**src/rtl/alu_pkg.sv**
```systemverilog
// Shared constants for the ALU issue front-end.
// Control codes, ALUOp/funct encodings and FSM states.
package alu_pkg;

  localparam logic [3:0] CTL_AND = 4'h0;
  localparam logic [3:0] CTL_OR  = 4'h1;
  localparam logic [3:0] CTL_ADD = 4'h2;
  localparam logic [3:0] CTL_SUB = 4'h6;
  localparam logic [3:0] CTL_SLT = 4'h7;
  localparam logic [3:0] CTL_NOR = 4'hC;

  localparam logic [1:0] OP_ADD   = 2'b00;
  localparam logic [1:0] OP_SUB   = 2'b01;
  localparam logic [1:0] OP_RTYPE = 2'b10;
  localparam logic [1:0] OP_OR    = 2'b11;

  localparam logic [5:0] FN_ADD  = 6'h20;
  localparam logic [5:0] FN_ADDU = 6'h21;
  localparam logic [5:0] FN_SUB  = 6'h22;
  localparam logic [5:0] FN_SUBU = 6'h23;
  localparam logic [5:0] FN_AND  = 6'h24;
  localparam logic [5:0] FN_OR   = 6'h25;
  localparam logic [5:0] FN_NOR  = 6'h27;
  localparam logic [5:0] FN_SLT  = 6'h2A;
  localparam logic [5:0] FN_SLTU = 6'h2B;

  typedef enum logic [1:0] {
    ST_IDLE,
    ST_EXEC,
    ST_CAPT,
    ST_HOLD
  } state_t;

endpackage

```
**src/rtl/alu_decode.sv**
```systemverilog
// ALUOp/funct to ALU control translation.
// Purely combinational; unknown R-type funct flags illegal.
module alu_decode
  import alu_pkg::*;
(
  input  logic [1:0] i_aluop,
  input  logic [5:0] i_funct,
  output logic [3:0] o_control,
  output logic       o_signed_arith,
  output logic       o_slt_signed,
  output logic       o_illegal
);

  // Map the operation class and funct to a control code.
  always_comb begin
    o_control      = CTL_AND;
    o_signed_arith = 1'b0;
    o_slt_signed   = 1'b0;
    o_illegal      = 1'b0;
    case (i_aluop)
      OP_ADD: o_control = CTL_ADD;
      OP_SUB: o_control = CTL_SUB;
      OP_OR:  o_control = CTL_OR;
      default: begin
        case (i_funct)
          FN_ADD: begin
            o_control      = CTL_ADD;
            o_signed_arith = 1'b1;
          end
          FN_ADDU: o_control = CTL_ADD;
          FN_SUB: begin
            o_control      = CTL_SUB;
            o_signed_arith = 1'b1;
          end
          FN_SUBU: o_control = CTL_SUB;
          FN_AND:  o_control = CTL_AND;
          FN_OR:   o_control = CTL_OR;
          FN_NOR:  o_control = CTL_NOR;
          FN_SLT: begin
            o_control    = CTL_SLT;
            o_slt_signed = 1'b1;
          end
          FN_SLTU: o_control = CTL_SLT;
          default: o_illegal = 1'b1;
        endcase
      end
    endcase
  end

endmodule

```
**src/rtl/alu_issue_ctrl.sv**
```systemverilog
// Issue/capture sequencer around the registered ALU.
// Four-state FSM: accept, ALU latch, capture, hold.
module alu_issue_ctrl
  import alu_pkg::*;
(
  input  logic        clk,
  input  logic        reset,
  input  logic        in_valid,
  output logic        in_ready,
  input  logic [1:0]  in_aluop,
  input  logic [5:0]  in_funct,
  input  logic        in_bne,
  input  logic [31:0] in_a,
  input  logic [31:0] in_b,
  output logic [31:0] alu_s,
  output logic [31:0] alu_t,
  output logic [3:0]  alu_control,
  input  logic [31:0] alu_result,
  input  logic        alu_zero,
  input  logic        alu_cout,
  output logic        out_valid,
  input  logic        out_ready,
  output logic [31:0] out_result,
  output logic        out_ovf_trap,
  output logic        out_branch_taken,
  output logic        out_illegal
);

  state_t      r_state;
  state_t      w_next;
  logic [3:0]  w_ctl;
  logic        w_sarith;
  logic        w_sltsg;
  logic        w_illegal;
  logic        w_accept;
  logic [31:0] w_s;
  logic [31:0] w_t;
  logic        w_ovf;
  logic        w_unused;

  logic [31:0] r_a;
  logic [31:0] r_b;
  logic        r_trap_add;
  logic        r_trap_sub;
  logic        r_branch;
  logic        r_bne;
  logic        r_illegal;

  assign w_unused = alu_cout;

  alu_decode u_dec (
    .i_aluop       (in_aluop),
    .i_funct       (in_funct),
    .o_control     (w_ctl),
    .o_signed_arith(w_sarith),
    .o_slt_signed  (w_sltsg),
    .o_illegal     (w_illegal)
  );

  assign in_ready = (r_state == ST_IDLE);
  assign w_accept = in_valid && (r_state == ST_IDLE);

  // State register.
  always_ff @(posedge clk) begin
    if (reset) r_state <= ST_IDLE;
    else       r_state <= w_next;
  end

  // Next-state sequencing.
  always_comb begin
    w_next = r_state;
    case (r_state)
      ST_IDLE: if (in_valid) w_next = ST_EXEC;
      ST_EXEC: w_next = ST_CAPT;
      ST_CAPT: w_next = ST_HOLD;
      ST_HOLD: if (out_ready) w_next = ST_IDLE;
      default: w_next = ST_IDLE;
    endcase
  end

  // Operand shaping: zero for illegal, sign-bias for signed slt.
  always_comb begin
    w_s = in_a;
    w_t = in_b;
    if (w_illegal) begin
      w_s = '0;
      w_t = '0;
    end else if (w_sltsg) begin
      w_s = {~in_a[31], in_a[30:0]};
      w_t = {~in_b[31], in_b[30:0]};
    end
  end

  // Signed overflow from the unbiased operands and ALU result.
  always_comb begin
    w_ovf = 1'b0;
    if (r_trap_add)
      w_ovf = (r_a[31] == r_b[31]) && (alu_result[31] != r_a[31]);
    else if (r_trap_sub)
      w_ovf = (r_a[31] != r_b[31]) && (alu_result[31] != r_a[31]);
  end

  // Latch the accepted operation and drive the ALU inputs.
  always_ff @(posedge clk) begin
    if (reset) begin
      alu_s       <= '0;
      alu_t       <= '0;
      alu_control <= CTL_ADD;
      r_a         <= '0;
      r_b         <= '0;
      r_trap_add  <= 1'b0;
      r_trap_sub  <= 1'b0;
      r_branch    <= 1'b0;
      r_bne       <= 1'b0;
      r_illegal   <= 1'b0;
    end else if (w_accept) begin
      alu_s       <= w_s;
      alu_t       <= w_t;
      alu_control <= w_ctl;
      r_a         <= in_a;
      r_b         <= in_b;
      r_trap_add  <= w_sarith && (w_ctl == CTL_ADD);
      r_trap_sub  <= w_sarith && (w_ctl == CTL_SUB);
      r_branch    <= (in_aluop == OP_SUB);
      r_bne       <= in_bne;
      r_illegal   <= w_illegal;
    end
  end

  // Capture the ALU result and flags; release on handshake.
  always_ff @(posedge clk) begin
    if (reset) begin
      out_valid        <= 1'b0;
      out_result       <= '0;
      out_ovf_trap     <= 1'b0;
      out_branch_taken <= 1'b0;
      out_illegal      <= 1'b0;
    end else if (r_state == ST_CAPT) begin
      out_valid        <= 1'b1;
      out_result       <= r_illegal ? 32'd0 : alu_result;
      out_ovf_trap     <= w_ovf && !r_illegal;
      out_branch_taken <= r_branch && (alu_zero ^ r_bne);
      out_illegal      <= r_illegal;
    end else if (r_state == ST_HOLD && out_ready) begin
      out_valid <= 1'b0;
    end
  end

endmodule

```
**config.mk**
```make
export PLATFORM = sky130hd
export DESIGN_NAME = alu_issue_ctrl
export DESIGN_NICKNAME = d
export VERILOG_FILES = /design/src/rtl/alu_pkg.sv /design/src/rtl/alu_decode.sv /design/src/rtl/alu_issue_ctrl.sv
export SDC_FILE = /design/constraint.sdc
export NUM_CORES = 1
export LEC_CHECK = 0
export BUFFER_PORTS_ARGS = -buffer_cell sky130_fd_sc_hd__buf_2
export CAP_MARGIN = 20
export CORE_MARGIN = 2
export CORE_UTILIZATION = 46
export CTS_BUF_LIST = sky130_fd_sc_hd__clkbuf_8 sky130_fd_sc_hd__clkbuf_16
export DETAILED_ROUTE_END_ITERATION = 10
export GPL_TIMING_DRIVEN = 0
export PLACE_DENSITY = 0.8
export SYNTH_ARGS = -nofsm -noshare
export SYNTH_HDL_FRONTEND = slang
export SYNTH_SLANG_ARGS = --single-unit
```
**constraint.sdc**
```tcl
create_clock -name clk -period 2.1 [get_ports clk]
set_input_delay 0.21 -clock clk [delete_from_list [all_inputs] [get_ports clk]]
set_output_delay 0.21 -clock clk [all_outputs]
set_load 0.005 [all_outputs]
```
Word-level counts from Yosys, hierarchy flattened
Cells that the tools add are included.
{ "word_totals": {"register_bits": 175, "inputBits": 111, "out_inout_bits": 105, "wordCells": 79} }
{ "op_classes": {"n_eq_ne": 21, "n_mux": 20, "n_bitwise": 3, "reduce_logical": 19} }
{ "ops": {"columns": ["cell", "n"], "rows": [
  ["$mux W32", 5],
  ["$eq A6 B6 Y1 const B", 9],
  ["$pmux W4 S5", 1],
  ["$pmux W4 S3", 1],
  ["$mux W1", 10],
  ["$reduce_or A9 Y1", 1],
  ["$logic_and A1 B1 Y1", 8],
  ["$pmux W2 S4", 1],
  ["$reduce_or A2 Y1", 4],
  ["$eq A2 B2 Y1 const B", 3],
  ["$eq A2 B1 Y1 const B", 2],
  ["$eq A4 B2 Y1 const B", 1],
  ["$eq A4 B3 Y1 const B", 1],
  ["$logic_not A2 Y1", 2],
  ["$mux W2", 2],
  ["$ne A2 B2 Y1 const B", 2],
  ["$reduce_or A3 Y1", 1],
  ["$ne A1 B1 Y1", 2],
  ["$not A1 Y1", 2],
  ["$reduce_and A2 Y1", 1],
  ["$reduce_bool A2 Y1", 1],
  ["$eq A1 B1 Y1", 1],
  ["$logic_not A1 Y1", 1],
  ["$xor A1 B1 Y1", 1]
]} }

Logic depth before layout (Yosys ltp)
Gate-level depths: netlist (run 1).
{ "logic_depth": {"depth_word": 6, "mapped_depth": 8, "depth_no_buf": 7} }

Hierarchy
From an unflattened synthesis (run 1), not the netlist that was laid out.
{ "hier_totals": {"cells_unflattened": 534, "area_unflattened_um2": 4504.3} }
{ "modules_own_cells": {"columns": ["module", "instances", "cells_each", "area_each_um2", "seq_area_each_um2"], "rows": [
  ["alu_issue_ctrl", 1, 513, 4364.2, 2262.2],
  ["alu_decode", 1, 21, 140.1, 0.0]
]} }

Worst setup path before layout (run 1)
Ideal clock, no wire load.
{ "synth_path": {"kind": "flip-flop to flip-flop", "from": "register r_state[0]", "to": "register alu_s[29]", "setup_ns": 0.065, "arrival_ns": 1.557, "required_time_ns": 2.035, "path_slack_ns": 0.478, "stages_incl_launch_ff": 8, "n_path_buf": 2, "period_less_slack_ns": 1.622, "path_cell_list": "dfxtp_1 inv_1 ha_1 nand2_1 clkbuf_1 buf_1 a22oi_1 nor2_1"} }
{ "synth_via": {"elab_chain_cells": 2} }
{ "synth_lines": {"columns": ["element", "line", "source"], "rows": [
  ["from (decl)", "alu_issue_ctrl.sv:29", "state_t r_state;"],
  ["from (signal assigned)", "alu_issue_ctrl.sv:66", "else r_state <= w_next;"],
  ["$logic_not A2 Y1", null, null],
  ["net in_ready", "alu_issue_ctrl.sv:9", "output logic in_ready,"],
  ["$logic_and A1 B1 Y1", "alu_issue_ctrl.sv:61", "assign w_accept = in_valid && (r_state == ST_IDLE);"],
  ["to (signal assigned)", "alu_issue_ctrl.sv:117", "alu_s <= w_s;"],
  ["to (decl)", "alu_issue_ctrl.sv:15", "output logic [31:0] alu_s,"]
]} }
The timed path passes the listed nets, and every way through them passes these cells.
A chain may end at the register's enable or synchronous reset.

Final worst setup path (run 1)
{ "layout_path": {"from": "register r_state[0]", "to": "register alu_s[19]"} }
{ "layout_via": {"elab_chain_cells": 2} }
{ "layout_lines": {"columns": ["element", "line"], "rows": [
  ["$logic_not A2 Y1", "alu_issue_ctrl.sv:61"],
  ["$logic_and A1 B1 Y1", "alu_issue_ctrl.sv:61"]
]} }
Every way passes these cells.

==> reports/results.txt, run 1 <==
Max stage delay on crit path - 480 ps
Area of the mapped netlist - 0.00436 mm2
Largest cells by area after synthesis - dfxtp_1 52%, nor2_1 8.8%, a22oi_2 8.6%
Maximum vdd ir drop - 0.000778 V
Overall Global Routing Usage - 28.5%
Post-synth ARST share - 0%
Power per standard cell area - 1120 mW/mm2
Post-DP Area - 0.00559 mm2
Worst Setup Start Kind - register
Largest area contributor in the netlist - dfxtp_1
Synth Flop Type - dfxtp_1
Finished Cell Area - 0.00715 mm2
Max Clock Skew - 10.7 ps
DR vias/cell - 5.06
Worst EP required - 2510 ps
Sequential area share after synthesis - 51.8%
Worst min-delay path category - in -> reg
Antenna viol nets, final - 0
CTS tree - yes
Outcome - complete, no violations
Final wirelength - 15,000 um
Sequential Area - 0.00226 mm2
FP Rows - 35
Crit-path cells - inv_1, ha_1, nand2_1, a31oi_4, buf_6, a22oi_1, nor2_1
Setup Slack @ Placement - -50.0 ps
Htree depth - 4
Worst-path maximum fanout - 10
WHS - 34.5 ps
CTS root buf - clkbuf_8
Skew-Pair Late Insertion Delay - 500 ps
Count of different cell masters after synthesis - 36
Post-CTS setup buffers - 0
Placed Instances - 803
Yosys top cell area share - 51.8%
Clock buffer count from CTS - 17
RSZ-0062 raised after global routing - false
Grt ovf - 0
Fin nets - 904
Syn_area_per_cell - 9.47 um2
Share of layout cells above drive strength 1 - 36.6%
Final min period - 1870 ps
Peak Freq - 0.535 GHz
Leakage - 3.35 nW
Final non-filler cell total - 932
Final setup violation count - 0
Maximum clock path buffer count - 2
Remaining DRCs - 0
Initial antenna violation count - 0
Fin. Hold Viols - 0
IO Pins - 216
Sink Count - 113
Synthesized flop and latch total - 113
Area of the multi-input gates - 0.00189 mm2
Filler cells - 599
Yosys warning total - 0
Count of flip-flops with a built-in enable after synthesis - 0
DR vias - 4,714
Area growth syn-to-layout - 63.9%
Measured slew at the worst slew-check pin - 532 ps
Die width - 101 um
Worst-path clk slew - 60 ps
Max-slew headroom - 64.5%
Mapped Cells - 461
Core Region - 0.00924 mm2
Placer Congestion - 0.765
ANT cells - 0
Arrival @ worst endpoint - 2280 ps
Largest net degree at the start of global routing - 17
Slowest-stage cell, CP - a31oi_4
Hpwl dp - 8970 um
Crit share post-route - 88.9%
Die ar. - 0.0103 mm2
Final core utilization - 77.4%
MaxCap Viol Count - 0
Starting density of the core - 47.2%
Crit Path Class - reg -> reg
WL per Instance - 16.1 um
Syn Nets - 575
Vert. Die Dim - 101 um
Initial drt markers - 174
Vias in the first global route - 4,851
Post-route setup slack - 232 ps
DR pass1 iterations - 7
First-pass GRT wire length - 22,900 um
Crit end category - register
Final Max Slew Viols - 0
Buffers on Ports - 213
[critical path, delay by kind of cell, from the launching register on]
kind,cells,cell delay (ps)
simple gates,2,380
compound gates,2,550
flops,1,320
fa+ha+maj,1,230
buf+inv,2,310
[layer usage]
layer | track usage, % | part of all wire (%)
met1 | 29.4 | 38
met2 | 52.4 | 51
met3 | 8.90 | 7.5
met4 | 13.5 | 3.4
met5 | 0 | 0
[where the power goes]
part / internal [mW] / leakage, nW / switching [mW]
clock network: 1.85 / 0.297 / 0.956
registers: 2.54 / 0.921 / 0.236
logic: 1.08 / 2.13 / 1.34
[stage by stage]
stage | total power, mW | TNS, ps
final | 8.00 | 0
after global routing | 8.41 | 0
after CTS | 7.95 | 0
after detailed placement | 5.01 | -379
after global placement | 4.89 | 0
after floorplan | 4.17 | 0
[area by class of cell]
type	instances	area share, %
multi-input cells	308	26.5
flip-flops and latches	113	31.6
clock inverters	13	2.03
well taps	129	2.26
plain buffers	36	2.76
inverters	4	0.210
repair buffers	310	28.5
clock buffers	19	6.17
[cell usage after synthesis, types with 4 or more instances]
library cell	count
nand2_1	16
nor3_1	4
nor2b_1	38
inv_1	4
a22oi_1	35
dfxtp_1	113
clkbuf_1	20
nor2_1	102
nand2b_1	5
a22oi_2	30
a21oi_1	46
buf_1	5
buf_6	6
[placed cells by master, fill, tap and decap left out, drive strengths merged, types with 2 or more instances in the layout]
cell	synthesis	routed
a211o	2	2
a21oi	46	46
a22oi	65	65
buf	16	227
bufinv	0	3
clkbuf	20	41
clkinv	0	5
clkinvlp	0	2
dfxtp	113	113
dlygate4sd3	0	97
ha	3	3
inv	4	7
mux2i	2	2
nand2	16	16
nand2b	7	7
nor2	105	105
nor2b	38	38
nor3	4	4
nor3b	2	2
o21ai	2	2
xor2	3	3
[registers in the layout, summed over array words and instances, names as in the netlist]
name              flops
r_illegal             1
out_valid             1
alu_t                32
r_trap_add            1
alu_s                32
out_ovf_trap          1
out_illegal           1
r_b                   1
out_branch_taken      1
r_a                   1
r_branch              1
alu_control           4
r_bne                 1
r_trap_sub            1
r_state               2
out_result           32
[repair_timing]
action,in CTS,in global routing
setup endpoints to repair,19,15
hold endpoints to repair,97,0
hold buffers,97,0
resized for setup,1,2
gates cloned,0,0
[worst paths after layout]
| kind | from | end | slack, ps | cells past startpoint |
|---|---|---|---|---|
| max | r_state[0] | alu_s[19] | 230 | 7 |
| min | in_aluop[1] | alu_control[0] | 30 | 3 |
| max reg2reg | r_state[0] | alu_s[19] | 230 | 7 |
| min reg2reg | alu_control[0] | alu_control[0] | 460 | 2 |
[kinds of logic (layout without fill, tap and decap cells)]
| kind of cell | Yosys count | in the layout | share of synthesized area, % |
|---|---|---|---|
| xor gates and xnor gates | 3 | 3 | 0.602 |
| AOI/OAI and AO/OA | 121 | 121 | 22.0 |
| and+or+nand+nor | 179 | 179 | 19.4 |
| DFF | 113 | 113 | 51.8 |
| buffers and inverters | 40 | 382 | 4.79 |
| adders and majority gates | 3 | 3 | 0.860 |
| muxes | 2 | 2 | 0.459 |
Note: power is estimated with default switching activity, not from simulation.
==> inputs of run 2 (changes only) <==
--- a/config.mk
+++ b/config.mk
@@ -12,6 +12,7 @@
 export CTS_BUF_LIST = sky130_fd_sc_hd__clkbuf_8 sky130_fd_sc_hd__clkbuf_16
 export DETAILED_ROUTE_END_ITERATION = 10
 export GPL_TIMING_DRIVEN = 0
+export MAX_ROUTING_LAYER = met4
 export PLACE_DENSITY = 0.8
 export SYNTH_ARGS = -nofsm -noshare
 export SYNTH_HDL_FRONTEND = slang
==> run 2 against run 1 <==
Routed wire length shrank 0.19%. Fmax grew 0.35%. Sequential power barely moved. Utilization stayed put. First-iteration DRC count down 22%. Flip-flop and latch count unchanged. Critical path depth is the same. Global-route usage increased by 0.92 points. Largest cell class unchanged.
==> reports/results.txt, run 2 (synthesis gave the netlist of run 1 again) <==
Vias in the first global route - 4,861
Maximum clock path buffer count - 2
Cell-internal power - 5.47 mW
Worst Setup Start Kind - register
Post-DP Area - 0.00559 mm2
Most frequent cells in the layout - 215 x buf_2, 113 x dfxtp_1, 102 x nor2_1, 97 x dlygate4sd3_1, 46 x a21oi_1
Power per standard cell area - 1120 mW/mm2
Htree depth - 4
Psw - 2.53 mW
Clock Power Share - 35.0%
RSZ-0062 raised after global routing - false
Worst reg-to-reg setup slack - 240 ps
Placer Congestion - 0.775
Vert. Die Dim - 101 um
Die width - 101 um
Fin. Hold Viols - 0
HP Start - in_aluop[1]
Max-slew headroom - 63.6%
Final Max Slew Viols - 0
Clock buffer count from CTS - 17
Critical R2R Launch - r_state[0]
DR pass1 iterations - 5
R2r endpoint - alu_s[19]
Max Clock Skew - 15.7 ps
Fin Setup TNS - 0 ps
Commonest non-fill, non-tap cell in the layout - buf_2
Grt ovf - 0
Crit share post-route - 88.6%
Worst-path clk slew - 60 ps
Hold endpoint - alu_control[0]
CTS tree - yes
IO Pins - 216
Buffers on Ports - 213
FP Rows - 35
Largest net degree at the start of global routing - 17
Measured slew at the worst slew-check pin - 546 ps
Worst min-delay path category - in -> reg
Core Region - 0.00924 mm2
DR vias/cell - 5.07
Initial drt markers - 136
Largest regs - alu_s (32), alu_t (32), out_result (32)
Final min period - 1860 ps
WL per Instance - 16.1 um
Share of layout cells above drive strength 1 - 36.6%
Worst-path maximum fanout - 10
Starting density of the core - 47.2%
Post-route setup slack - 239 ps
Die ar. - 0.0103 mm2
Outcome - complete, no violations
Peak Freq - 0.537 GHz
Filler cells - 599
Final setup violation count - 0
Comb power frac - 30.3%
Reg power frac - 34.7%
Crit end category - register
Sw frac - 31.7%
Setup Slack @ Placement - -50.0 ps
Finished Cell Area - 0.00715 mm2
Maximum vdd ir drop - 0.000778 V
Skew-Pair Late Insertion Delay - 500 ps
Leakage - 3.35 nW
Sink Count - 113
Crit Path Class - reg -> reg
Antenna viol nets, final - 0
Worst EP required - 2520 ps
Area growth syn-to-layout - 63.9%
Final wirelength - 15,000 um
Remaining DRCs - 0
First-pass GRT wire length - 22,800 um
ANT cells - 0
Fin nets - 904
CTS root buf - clkbuf_8
Initial antenna violation count - 0
Final core utilization - 77.4%
MaxCap Viol Count - 0
DR vias - 4,724
Post-CTS setup buffers - 0
Overall Global Routing Usage - 29.5%
Hold depth - 3
Arrival @ worst endpoint - 2280 ps
Length in cells of the worst reg-to-reg path - 7
Hpwl dp - 8970 um
## run 2: cell counts in the layout (fill, tap and decap cells not counted)
No cell type changed its count.
## run 2: worst max path at each step
stage                          start        end  slack (ps)  cells after the start
after floorplan           r_state[0]  alu_s[29]         480                      7
after global placement    r_state[0]   alu_t[9]          50                      7
after detailed placement  r_state[0]   alu_t[9]         -50                      7
after CTS                 r_state[0]  alu_s[29]          80                      7
after global routing      r_state[0]  r_illegal          70                      7
final                     r_state[0]  alu_s[19]         240                      7
## run 2: metrics by stage
| step | std cells | hold slack (ps) | total power [mW] |
|---|---|---|---|
| after global routing | 932 | 33.7 | 8.41 |
| after detailed placement | 803 | 441 | 5.01 |
| after CTS | 932 | 15.1 | 7.95 |
| after global placement | 803 | 438 | 4.89 |
| after floorplan | 461 | 344 | 4.17 |
| final | 932 | 31.4 | 8.00 |
## run 2: area by class of cell
type	instances	area, um2	area share [%]
Buffer	36	198	2.76
Clock buffer	19	442	6.17
Clock inverter	13	145	2.03
Inverter	4	15.0	0.210
Multi-Input combinational cell	308	1890	26.5
Sequential cell	113	2260	31.6
Tap cell	129	161	2.26
Timing Repair Buffer	310	2040	28.5
## run 2: metal layers
metal	vias up	GRT usage [%]	share of wire, %
met5	-	-	0
met4	0	13.6	3.4
li1	2239	-	-
met3	50	7.38	6.4
met1	2213	30.4	39
met2	222	52.4	51
## run 2: critical path, stage by stage, from the launching register on
cell and delay, ps:
dfxtp_1 320, inv_1 90, ha_1 230, nand2_1 210, a31oi_4 490, buf_6 210, a22oi_1 70, nor2_1 170
## run 2: timing repair
item,CTS,global route
gates cloned,0,0
resized for setup,1,2
hold endpoints to repair,97,0
hold buffers,97,0
endpoints found under the setup margin,19,15
## run 2: power groups by stage
stage	registers, mW	logic [mW]	clock network, mW
2_1_floorplan	2.81	1.35	0
3_3_place_gp	2.77	2.12	0
3_5_place_dp	2.79	2.22	0
4_1_cts	2.75	2.37	2.83
5_1_grt	2.81	2.67	2.94
6_report	2.78	2.43	2.80
